$ cat src/rtl/chess_clock_ctrl.sv
// chess_clock_ctrl: two-player chess clock controller.
// Owns both players' BCD mm:ss times, the setup minutes, the turn state
// machine and the single 1 Hz prescaler shared by whichever side is running.
module chess_clock_ctrl #(
    parameter int          TICK_DIV    = 100_000_000,
    parameter logic [7:0]  DEFAULT_MIN = 8'h05
) (
    input  logic        clk,
    input  logic        rst_n,
    input  logic        mode_set,
    input  logic        btn_add,
    input  logic        btn_a,
    input  logic        btn_b,
    input  logic        btn_pause,
    output logic [7:0]  set_min,
    output logic [15:0] time_a,
    output logic [15:0] time_b,
    output logic [1:0]  active,
    output logic        paused,
    output logic        flag_a,
    output logic        flag_b
);

    localparam int             PW         = $clog2(TICK_DIV);
    localparam logic [PW-1:0]  PRESC_MAX  = PW'(TICK_DIV - 1);
    localparam logic [15:0]    RESET_TIME = {DEFAULT_MIN, 8'h00};

    typedef enum logic [2:0] {
        ST_SET,
        ST_READY,
        ST_RUN_A,
        ST_RUN_B,
        ST_PAUSE,
        ST_FLAG
    } state_t;

    state_t         state_q, state_d;
    logic [7:0]     set_min_q, set_min_d;
    logic [15:0]    time_a_q, time_a_d;
    logic [15:0]    time_b_q, time_b_d;
    logic [1:0]     active_q, active_d;
    logic           paused_q, paused_d;
    logic           flag_a_q, flag_a_d;
    logic           flag_b_q, flag_b_d;
    logic           resume_b_q, resume_b_d;
    logic [PW-1:0]  presc_q, presc_d;
    logic [3:0]     btn_q, btn_d;
    logic [3:0]     btn_prev_q, btn_prev_d;

    logic           add_rise, a_rise, b_rise, pause_rise;
    logic           tick;
    logic [15:0]    dec_a, dec_b;

    // One-minute BCD increment of the setup value, wrapping 59 back to 00.
    function automatic logic [7:0] bcd_inc_min(input logic [7:0] m);
        logic [7:0] r;
        r = m;
        if (m[3:0] == 4'd9) begin
            r[3:0] = 4'd0;
            r[7:4] = (m[7:4] == 4'd5) ? 4'd0 : m[7:4] + 4'd1;
        end else begin
            r[3:0] = m[3:0] + 4'd1;
        end
        return r;
    endfunction

    // One-second BCD decrement of an mm:ss time; callers never pass 0000.
    function automatic logic [15:0] bcd_dec_sec(input logic [15:0] t);
        logic [15:0] r;
        r = t;
        if (t[3:0] != 4'd0) begin
            r[3:0] = t[3:0] - 4'd1;
        end else begin
            r[3:0] = 4'd9;
            if (t[7:4] != 4'd0) begin
                r[7:4] = t[7:4] - 4'd1;
            end else begin
                r[7:4] = 4'd5;
                if (t[11:8] != 4'd0) begin
                    r[11:8] = t[11:8] - 4'd1;
                end else begin
                    r[11:8]  = 4'd9;
                    r[15:12] = t[15:12] - 4'd1;
                end
            end
        end
        return r;
    endfunction

    // Button sampling pipeline: current sample plus previous sample for rise detection.
    always_comb begin
        btn_d      = {btn_pause, btn_b, btn_a, btn_add};
        btn_prev_d = btn_q;
        add_rise   = btn_q[0] & ~btn_prev_q[0];
        a_rise     = btn_q[1] & ~btn_prev_q[1];
        b_rise     = btn_q[2] & ~btn_prev_q[2];
        pause_rise = btn_q[3] & ~btn_prev_q[3];
    end

    // Next-state, time and prescaler logic; mode_set overrides every state.
    always_comb begin
        state_d    = state_q;
        set_min_d  = set_min_q;
        time_a_d   = time_a_q;
        time_b_d   = time_b_q;
        flag_a_d   = flag_a_q;
        flag_b_d   = flag_b_q;
        resume_b_d = resume_b_q;
        presc_d    = presc_q;
        tick       = 1'b0;
        dec_a      = bcd_dec_sec(time_a_q);
        dec_b      = bcd_dec_sec(time_b_q);

        if (mode_set) begin
            state_d  = ST_SET;
            flag_a_d = 1'b0;
            flag_b_d = 1'b0;
            presc_d  = '0;
            if (state_q == ST_SET && add_rise) begin
                set_min_d = bcd_inc_min(set_min_q);
            end
            time_a_d = {set_min_d, 8'h00};
            time_b_d = {set_min_d, 8'h00};
        end else begin
            case (state_q)
                ST_SET: begin
                    state_d = ST_READY;
                    presc_d = '0;
                end
                ST_READY: begin
                    presc_d = '0;
                    if (set_min_q != 8'h00) begin
                        if (a_rise) begin
                            state_d = ST_RUN_B;
                        end else if (b_rise) begin
                            state_d = ST_RUN_A;
                        end
                    end
                end
                ST_RUN_A: begin
                    tick    = (presc_q == PRESC_MAX);
                    presc_d = tick ? '0 : (pause_rise ? presc_q : presc_q + PW'(1));
                    if (tick) begin
                        time_a_d = dec_a;
                    end
                    if (tick && dec_a == 16'h0000) begin
                        state_d  = ST_FLAG;
                        flag_a_d = 1'b1;
                        presc_d  = '0;
                    end else if (pause_rise) begin
                        state_d    = ST_PAUSE;
                        resume_b_d = 1'b0;
                    end else if (a_rise) begin
                        state_d = ST_RUN_B;
                        presc_d = '0;
                    end
                end
                ST_RUN_B: begin
                    tick    = (presc_q == PRESC_MAX);
                    presc_d = tick ? '0 : (pause_rise ? presc_q : presc_q + PW'(1));
                    if (tick) begin
                        time_b_d = dec_b;
                    end
                    if (tick && dec_b == 16'h0000) begin
                        state_d  = ST_FLAG;
                        flag_b_d = 1'b1;
                        presc_d  = '0;
                    end else if (pause_rise) begin
                        state_d    = ST_PAUSE;
                        resume_b_d = 1'b1;
                    end else if (b_rise) begin
                        state_d = ST_RUN_A;
                        presc_d = '0;
                    end
                end
                ST_PAUSE: begin
                    if (pause_rise) begin
                        state_d = resume_b_q ? ST_RUN_B : ST_RUN_A;
                    end
                end
                ST_FLAG: begin
                    presc_d = '0;
                end
                default: begin
                    state_d = ST_SET;
                    presc_d = '0;
                end
            endcase
        end

        active_d = (state_d == ST_RUN_A) ? 2'b01 :
                   (state_d == ST_RUN_B) ? 2'b10 : 2'b00;
        paused_d = (state_d == ST_PAUSE);
    end

    // State, time and output registers with asynchronous active-low reset.
    always_ff @(posedge clk or negedge rst_n) begin
        if (!rst_n) begin
            state_q    <= ST_SET;
            set_min_q  <= DEFAULT_MIN;
            time_a_q   <= RESET_TIME;
            time_b_q   <= RESET_TIME;
            active_q   <= 2'b00;
            paused_q   <= 1'b0;
            flag_a_q   <= 1'b0;
            flag_b_q   <= 1'b0;
            resume_b_q <= 1'b0;
            presc_q    <= '0;
            btn_q      <= 4'b0000;
            btn_prev_q <= 4'b0000;
        end else begin
            state_q    <= state_d;
            set_min_q  <= set_min_d;
            time_a_q   <= time_a_d;
            time_b_q   <= time_b_d;
            active_q   <= active_d;
            paused_q   <= paused_d;
            flag_a_q   <= flag_a_d;
            flag_b_q   <= flag_b_d;
            resume_b_q <= resume_b_d;
            presc_q    <= presc_d;
            btn_q      <= btn_d;
            btn_prev_q <= btn_prev_d;
        end
    end

    assign set_min = set_min_q;
    assign time_a  = time_a_q;
    assign time_b  = time_b_q;
    assign active  = active_q;
    assign paused  = paused_q;
    assign flag_a  = flag_a_q;
    assign flag_b  = flag_b_q;

endmodule
$ cat config.mk
export PLATFORM = sky130hd
export DESIGN_NAME = chess_clock_ctrl
export DESIGN_NICKNAME = d
export VERILOG_FILES = /design/src/rtl/chess_clock_ctrl.sv
export SDC_FILE = /design/constraint.sdc
export NUM_CORES = 1
export LEC_CHECK = 0
export CAP_MARGIN = 20
export CORE_AREA = 2 2 94 96
export DETAILED_ROUTE_END_ITERATION = 10
export DIE_AREA = 0 0 96 98
export GPL_ROUTABILITY_DRIVEN = 0
export PLACE_DENSITY_LB_ADDON = 0.2
export SYNTH_ARGS = -nofsm -noshare
export SYNTH_HDL_FRONTEND = slang
export SYNTH_SLANG_ARGS = --single-unit
$ cat constraint.sdc
create_clock -name clk -period 4.65 [get_ports clk]
set_clock_uncertainty 0.05 [all_clocks]
set_input_delay 0.6975 -clock clk [delete_from_list [all_inputs] [get_ports clk]]
set_output_delay 0.6975 -clock clk [all_outputs]
set_load 0.1 [all_outputs]
==> key figures, run 1 <==
Status
  – Status: finished clean

Job
  – Max_cap viols: 0

Floorplanning
  – Core area: approximately 8500 µm²
  – # IOs: 52
  – Die ar.: 9410 µm²
  – Starting density of the core: a little under three fifths
  – Die W: about 96 µm
  – Chip Height: between 90 and 100 µm
  – Row count: 34

Clock network
  – Setup Fix Bufs, Post-CTS: 0
  – Clock Path Buffers: 2
  – Worst-Skew Late Latency: ~380 ps
  – Post-cts sizing count: 0
  – Hold-fix buffers, CTS: 0
  – Clk sink count: 84
  – Cts bufs inserted: 9
  – CTS H-tree lvls: 3
  – Clock-pin slew on the worst setup and hold paths: about 100 ps
  – Clock tree root buffer cell: clkbuf_8
  – CTS tree: built

Power
  – Sequential share of power: between 30% and 40%
  – Leak: 2.24 nW
  – Power share of the clock group: 21.9%
  – Cell area power density: 449 nW/µm²
  – Worst VDD drop: 0.000251 V
  – Sw power: approximately 1.1 mW
  – Switching Share: about 46%
  – Combinational Power Share: about two fifths
  – Int Pwr: 1.33 mW

Timing
  – Slew Limit Headroom: between 30 and 40%
  – Final setup fails: 0
  – Final hold slack: 230 ps
  – Fin Setup TNS: 0 ps
  – Hold Violations, Final: 0
  – Slew at the pin closest to its max-slew limit: roughly 1000 ps
  – Final min period: 3080 ps
  – RSZ-0062 raised after global routing: false
  – Final slew viol count: 0
  – Max Fclk: around 320 MHz
  – Period Utilization, post-route: 66.3%

Logic synthesis
  – Register area share after synthesis: approximately 44%
  – Cell variety after synth: 64
  – Ys async rst share: 100%
  – Synthesized instance count: around 540
  – Avg Cell Area, Syn: 8.84 µm²
  – Synth warnings: 0
  – Main area contributors after synthesis: dfrtp_1, o21ai_0, nand2_1, nor2_1, a21oi_1
  – Share of the synthesized area in the top cell type: roughly 40%
  – Synth Register Bits: 84
  – Top_reg_cell synth: dfrtp_1
  – Post-synth EDFFs: 0
  – Syn_nets: 548
  – Area leader, netlist: dfrtp_1
  – Mapped cell area: 4760 µm²

Finish
  – Layout cells sized above 1: between 6 and 7%
  – Most frequent cells in the layout: dfrtp_1, nand2_1, o21ai_0
  – Layout area overhead: 15.5%
  – Nets: 583
  – Commonest non-fill, non-tap cell in the layout: dfrtp_1
  – Filler cells: a little over 700
  – # diodes: 0

Drt
  – DRT Pass-1 Iters: 5
  – Routed Antenna Nets: 0
  – Vias per inst: about 6.3
  – Drt drc: 0
  – Via count: between 4,000 and 5,000
  – DR WL/cell: 17.2 µm
  – Iter 0 DRT Violations: ~250
  – Routed Wire Length: 11,800 µm

Setup path
  – Worst endpoint required time: a little under 5000 ps
  – CP Max Fanout: 7
  – Crit Path Class: reg -> reg
  – Cell Chain, Critical Path: or4_4, or3_4, nor3_1, nor4b_2, mux2i_1, a41oi_1, nor3_1
  – Slowest stage delay, CP: approximately 560 ps
  – CP dominant cell by count: nor3_1
  – Critical-path top delay cell: or4_4
  – CP Launch Type: register
  – Crit. End Element: register
  – Critical path data arrival time: 3260 ps

Hold path
  – HP Class: in -> async

Global route
  – GR peak layer: met2
  – Met3 Use GR: under 10%
  – Largest net degree at the start of global routing: 53
  – First-pass GRT wire length: 19,900 µm
  – Initial antenna violation count: 0
  – Grt met2 use: 41.9%
  – Vias in the first global route: between 4,000 and 5,000
  – GR Layer Usage met1: between 30% and 40%
  – Grt total ovfl: 0
  – GRT Overall Usage: between 20% and 30%

Place
  – I/O Buffers: 51
  – Placed wire-length estimate: ~8000 µm
-- power by group through the flow --
| stage | sequential (mW) | combinational [mW] | clock (mW) |
|---|---|---|---|
| detailed placement | 0.968 | 0.966 | 0 |
| CTS | 0.955 | 0.971 | 0.552 |
| global route | 0.975 | 1.02 | 0.583 |
| floorplan | 1.38 | 0.327 | 0 |
| global placement | 0.961 | 0.956 | 0 |
| finish | 0.958 | 0.969 | 0.541 |
-- logic make-up (layout without fill, tap and decap cells) --
group	after synthesis	after routing	share of synthesized area, %
AND/OR/NAND/NOR	240	240	28.2
AO/OA/AOI/OAI	143	143	18.2
flip-flops	84	84	44.4
buffers and inverters	41	81	3.26
XOR/XNOR	20	20	3.68
multiplexers	7	7	1.55
adder cells (fa/ha/maj)	3	3	0.789
-- final cells by class --
type | count | area, µm² | share of cell area, %
multi-input cells | 413 | 2490 | 45.4
clock buffers | 9 | 124 | 2.26
flip-flops and latches | 84 | 2110 | 38.4
repair buffers | 52 | 510 | 9.29
inverters | 13 | 48.8 | 0.888
well taps | 108 | 135 | 2.46
clock inverters | 7 | 73.8 | 1.34
-- stage by stage --
step / total power [mW] / worst slack, ps / util (%) / cells / area [µm²]
2_1_floorplan: 1.70 / 1480 / - / 538 / 4760
3_3_place_gp: 1.92 / 1640 / 62.5 / 670 / 5300
3_5_place_dp: 1.93 / 1570 / 62.5 / 670 / 5300
4_1_cts: 2.48 / 1600 / 64.9 / 686 / 5490
5_1_grt: 2.58 / 1420 / 64.9 / 686 / 5490
6_report: 2.47 / 1570 / 64.9 / 686 / 5490
-- state kept, by name, indices dropped and copies added (netlist names), 2 cells and up --
register    cells
btn_prev_q      4
state_q         3
active          2
presc_q        27
btn_prev_d      4
time_b         16
time_a         16
set_min         8
-- synthesized netlist by cell type, types with 3 or more instances --
library cell / instances
nor2_1: 52
xnor2_1: 15
nand4_1: 13
o21ai_0: 53
and4_1: 3
nor4b_1: 6
xor2_1: 5
nor3_1: 16
dfrtp_1: 78
and2_1: 3
and3_1: 14
or3_1: 3
ha_1: 3
nand2_1: 56
or4_1: 10
nor4_1: 10
nand3_1: 20
clkbuf_1: 27
inv_1: 13
dfstp_2: 6
o31ai_1: 9
mux2i_1: 4
nand2b_1: 5
nor2b_1: 4
nand4b_1: 3
a21oi_1: 34
nor3b_1: 6
o21a_1: 5
a31oi_1: 9
a21boi_0: 6
-- worst paths after layout --
| kind | from | end | slack [ps] | cells after the start |
|---|---|---|---|---|
| worst max-delay path | presc_q[8] | active[1] | 1570 | 7 |
| worst min-delay path | rst_n | time_a[7] | 230 | 1 |
| worst max register to register | presc_q[8] | active[1] | 1570 | 7 |
| worst min register to register | btn_prev_d[1] | btn_prev_q[1] | 340 | 0 |
| max in group asynchronous | rst_n | presc_q[1] | 3330 | 2 |
| min in group clk | btn_prev_d[1] | btn_prev_q[1] | 340 | 0 |
-- critical path: cells and delay by family, from the launching register on --
| family | cells | cell delay [ps] |
|---|---|---|
| simple gates | 5 | 1870 |
| compound gates | 1 | 360 |
| mux | 1 | 210 |
| flops | 1 | 450 |
-- layer usage --
| metal | vias up | share of wire, % | wire length [µm] |
|---|---|---|---|
| met1 | 2119 | 43 | 5100 |
| met4 | 0 | 2.4 | 284 |
| met5 | - | 0 | 0 |
| met3 | 19 | 5.0 | 592 |
| met2 | 145 | 49 | 5830 |
| li1 | 2050 | - | - |
(Power assumes the default switching activity.)
==> run 2, diff against run 1 <==
--- a/config.mk
+++ b/config.mk
@@ -6,9 +6,9 @@
 export NUM_CORES = 1
 export LEC_CHECK = 0
 export CAP_MARGIN = 20
-export CORE_AREA = 2 2 94 96
+export CORE_AREA = 2 2 95 97
 export DETAILED_ROUTE_END_ITERATION = 10
-export DIE_AREA = 0 0 96 98
+export DIE_AREA = 0 0 97 99
 export GPL_ROUTABILITY_DRIVEN = 0
 export PLACE_DENSITY_LB_ADDON = 0.2
 export SYNTH_ARGS = -nofsm -noshare
==> constraint.sdc (replaced) <==
create_clock -name clk -period 2.85 [get_ports clk]
set_clock_uncertainty 0.05 [all_clocks]
set_input_delay 0.4275 -clock clk [delete_from_list [all_inputs] [get_ports clk]]
set_output_delay 0.4275 -clock clk [all_outputs]
set_load 0.1 [all_outputs]
==> run 2 against run 1 <==
The flow now finishes with violations (negative hold slack). Largest power group unchanged. Core utilization grew 1.7 points. Routed wire length grew 5.4%. First-iteration DRC count up 16%.
==> key figures, run 2 (synthesis gave the netlist of run 1 again) <==
Status
  – Status: complete, but fails checks (was finished clean)
  – Failing checks: negative hold slack

Global route
  – Grt met2 use: 42.6% (was 41.9%)
  – Largest net degree at the start of global routing: 52 (was 53)
  – GRT Overall Usage: 26.5% (was 26.7%)
  – Met3 Use GR: 6.24% (was 4.09%)
  – Grt total ovfl: 0 (unchanged)
  – GR peak layer: met2 (unchanged)
  – First-pass GRT wire length: 20,800 µm (was 19,900 µm)
  – GR Layer Usage met1: 36.3% (was 36.6%)
  – Initial antenna violation count: 0 (unchanged)
  – Vias in the first global route: 4,249 (was 4,066)

Clock network
  – Clock tree root buffer cell: clkbuf_8 (unchanged)
  – Clk sink count: 84 (unchanged)
  – CTS H-tree lvls: 3 (unchanged)
  – Worst-Skew Late Latency: 360 ps (was 380 ps)
  – Clock-pin slew on the worst setup and hold paths: 100 ps (about the same)
  – Cts bufs inserted: 9 (unchanged)
  – Setup Fix Bufs, Post-CTS: 0 (unchanged)
  – CTS tree: built (unchanged)
  – Clock Path Buffers: 2 (unchanged)

Place
  – Cell count after placement: 694 (was 670)
  – I/O Buffers: 51 (unchanged)
  – Area post-placement: 5430 µm² (was 5300 µm²)
  – Pre-CTS setup slack: 96.4 ps (was 1570 ps)
  – Placed wire-length estimate: 8890 µm (was 7970 µm)

Finish
  – Most frequent cells in the layout: dfrtp_1, buf_4, nand2_1 (was dfrtp_1, nand2_1, o21ai_0)
  – # diodes: 0 (unchanged)
  – Layout area overhead: 19.7% (was 15.5%)
  – Register name with the most flops: presc_q (unchanged)
  – Commonest non-fill, non-tap cell in the layout: dfrtp_1 (unchanged)
  – Final core utilization: 66.6% (was 64.9%)
  – Layout cells sized above 1: 20.6% (was 6.92%)
  – Final cell count without fillers: 710 (was 686)
  – Flip-flop count of the largest register after layout: 27 (unchanged)
  – Design area: 5690 µm² (was 5490 µm²)
  – Nets: 607 (was 583)

Floorplanning
  – Core area: 8550 µm² (was 8470 µm²)
  – Row count: 34 (unchanged)
  – Die ar.: 9600 µm² (was 9410 µm²)
  – Starting density of the core: 55.6% (was 56.2%)
  – # IOs: 52 (unchanged)
  – Die W: 97 µm (was 96 µm)
  – Chip Height: 99 µm (was 98 µm)

Drt
  – DRT Pass-1 Iters: 5 (unchanged)
  – Via count: 4,438 (was 4,333)
  – Iter 0 DRT Violations: 292 (was 252)
  – Routed Wire Length: 12,400 µm (was 11,800 µm)
  – DR WL/cell: 17.5 µm (was 17.2 µm)
  – Routed Antenna Nets: 0 (unchanged)
  – Drt drc: 0 (unchanged)
  – Vias per inst: 6.25 (was 6.32)

Setup path
  – Critical Path Sink: active[1] (unchanged)
  – Crit Path Class: reg -> reg (unchanged)
  – Worst endpoint required time: 3030 ps (was 4830 ps)
  – Worst r2r dst: active[1] (unchanged)
  – Reg2reg setup slack: 120 ps (was 1570 ps)
  – Reg2Reg Depth: 7 (unchanged)
  – Crit. End Element: register (unchanged)
  – FF-to-FF Start: time_b[9] (was presc_q[8])
  – Critical path data arrival time: 2910 ps (was 3260 ps)
  – CP Launch Type: register (unchanged)
  – Worst setup startpoint: time_b[9] (was presc_q[8])
  – CP Max Fanout: 3 (was 7)

Power
  – Cell area power density: 744 nW/µm² (was 449 nW/µm²)
  – Pwr Total: 4.23 mW (was 2.47 mW)
  – Worst VDD drop: 0.000602 V (was 0.000251 V)
  – Leak: 2.46 nW (was 2.24 nW)

Timing
  – Final hold slack: -20.4 ps (was 230 ps)
  – Period Utilization, post-route: 95.9% (was 66.3%)
  – Final setup fails: 0 (unchanged)
  – Slew at the pin closest to its max-slew limit: 606 ps (was 999 ps)
  – Final min period: 2730 ps (was 3080 ps)
  – Worst Slack Setup Final: 117 ps (was 1570 ps)
  – Final slew viol count: 0 (unchanged)
  – Hold Violations, Final: 27 (was 0)
  – RSZ-0062 raised after global routing: false (unchanged)
  – Max Fclk: 366 MHz (was 324 MHz)
  – Fin Setup TNS: 0 ps (unchanged)
  – Slew Limit Headroom: 59.2% (was 33.2%)

Job
  – Max_cap viols: 0 (unchanged)

Hold path
  – HP Class: in -> async (unchanged)
## run 2: cell types whose count changed in the layout (fill, tap and decap cells not counted), sizes merged
cell,previous run,this run
buf,3,71
bufinv,1,3
clkdlybuf4s50,49,5
clkinvlp,1,2
clkinv,3,0
## run 2: final cells by class
cell class,count,area (µm²)
Multi-Input combinational cell,413,2520
Timing Repair Buffer,76,621
Tap cell,108,135
Clock buffer,9,124
Sequential cell,84,2120
Inverter,13,48.8
Clock inverter,7,123
Fill cell,716,2860
## run 2: worst min-delay path by stage
stage	from	endpoint	slack (ps)	cells after the start
4_1_cts	rst_n	time_a[4]	0.5	1
3_3_place_gp	btn_prev_d[1]	btn_prev_q[1]	320	0
3_5_place_dp	btn_prev_d[1]	btn_prev_q[1]	330	0
2_1_floorplan	rst_n	active[0]	80	0
6_report	rst_n	time_a[4]	-20	1
5_1_grt	rst_n	time_a[4]	10	1
## run 2: what timing repair did
action	in CTS	in global routing
gates resized for setup	0	6
hold buffers	0	0
hold endpoints to repair	0	0
setup endpoints to repair	0	9
## run 2: critical path, cell delays in order (launching register included)
cell,delay (ps)
dfrtp_4,480
or4_1,550
or4_1,580
a21oi_1,160
and4b_1,290
mux2i_2,140
a41oi_2,270
nor3_1,80
## run 2: per-layer routing
layer	vias up	wire length [µm]
li1	2107	-
met1	2161	5540
met2	158	5940
met3	12	809
met4	0	145
met5	-	0
## run 2: where the power goes
part	switching [mW]	total, mW	internal (mW)
Combinational	1.21	1.63	0.426
Clock	0.471	1.06	0.588
Sequential	0.206	1.54	1.34
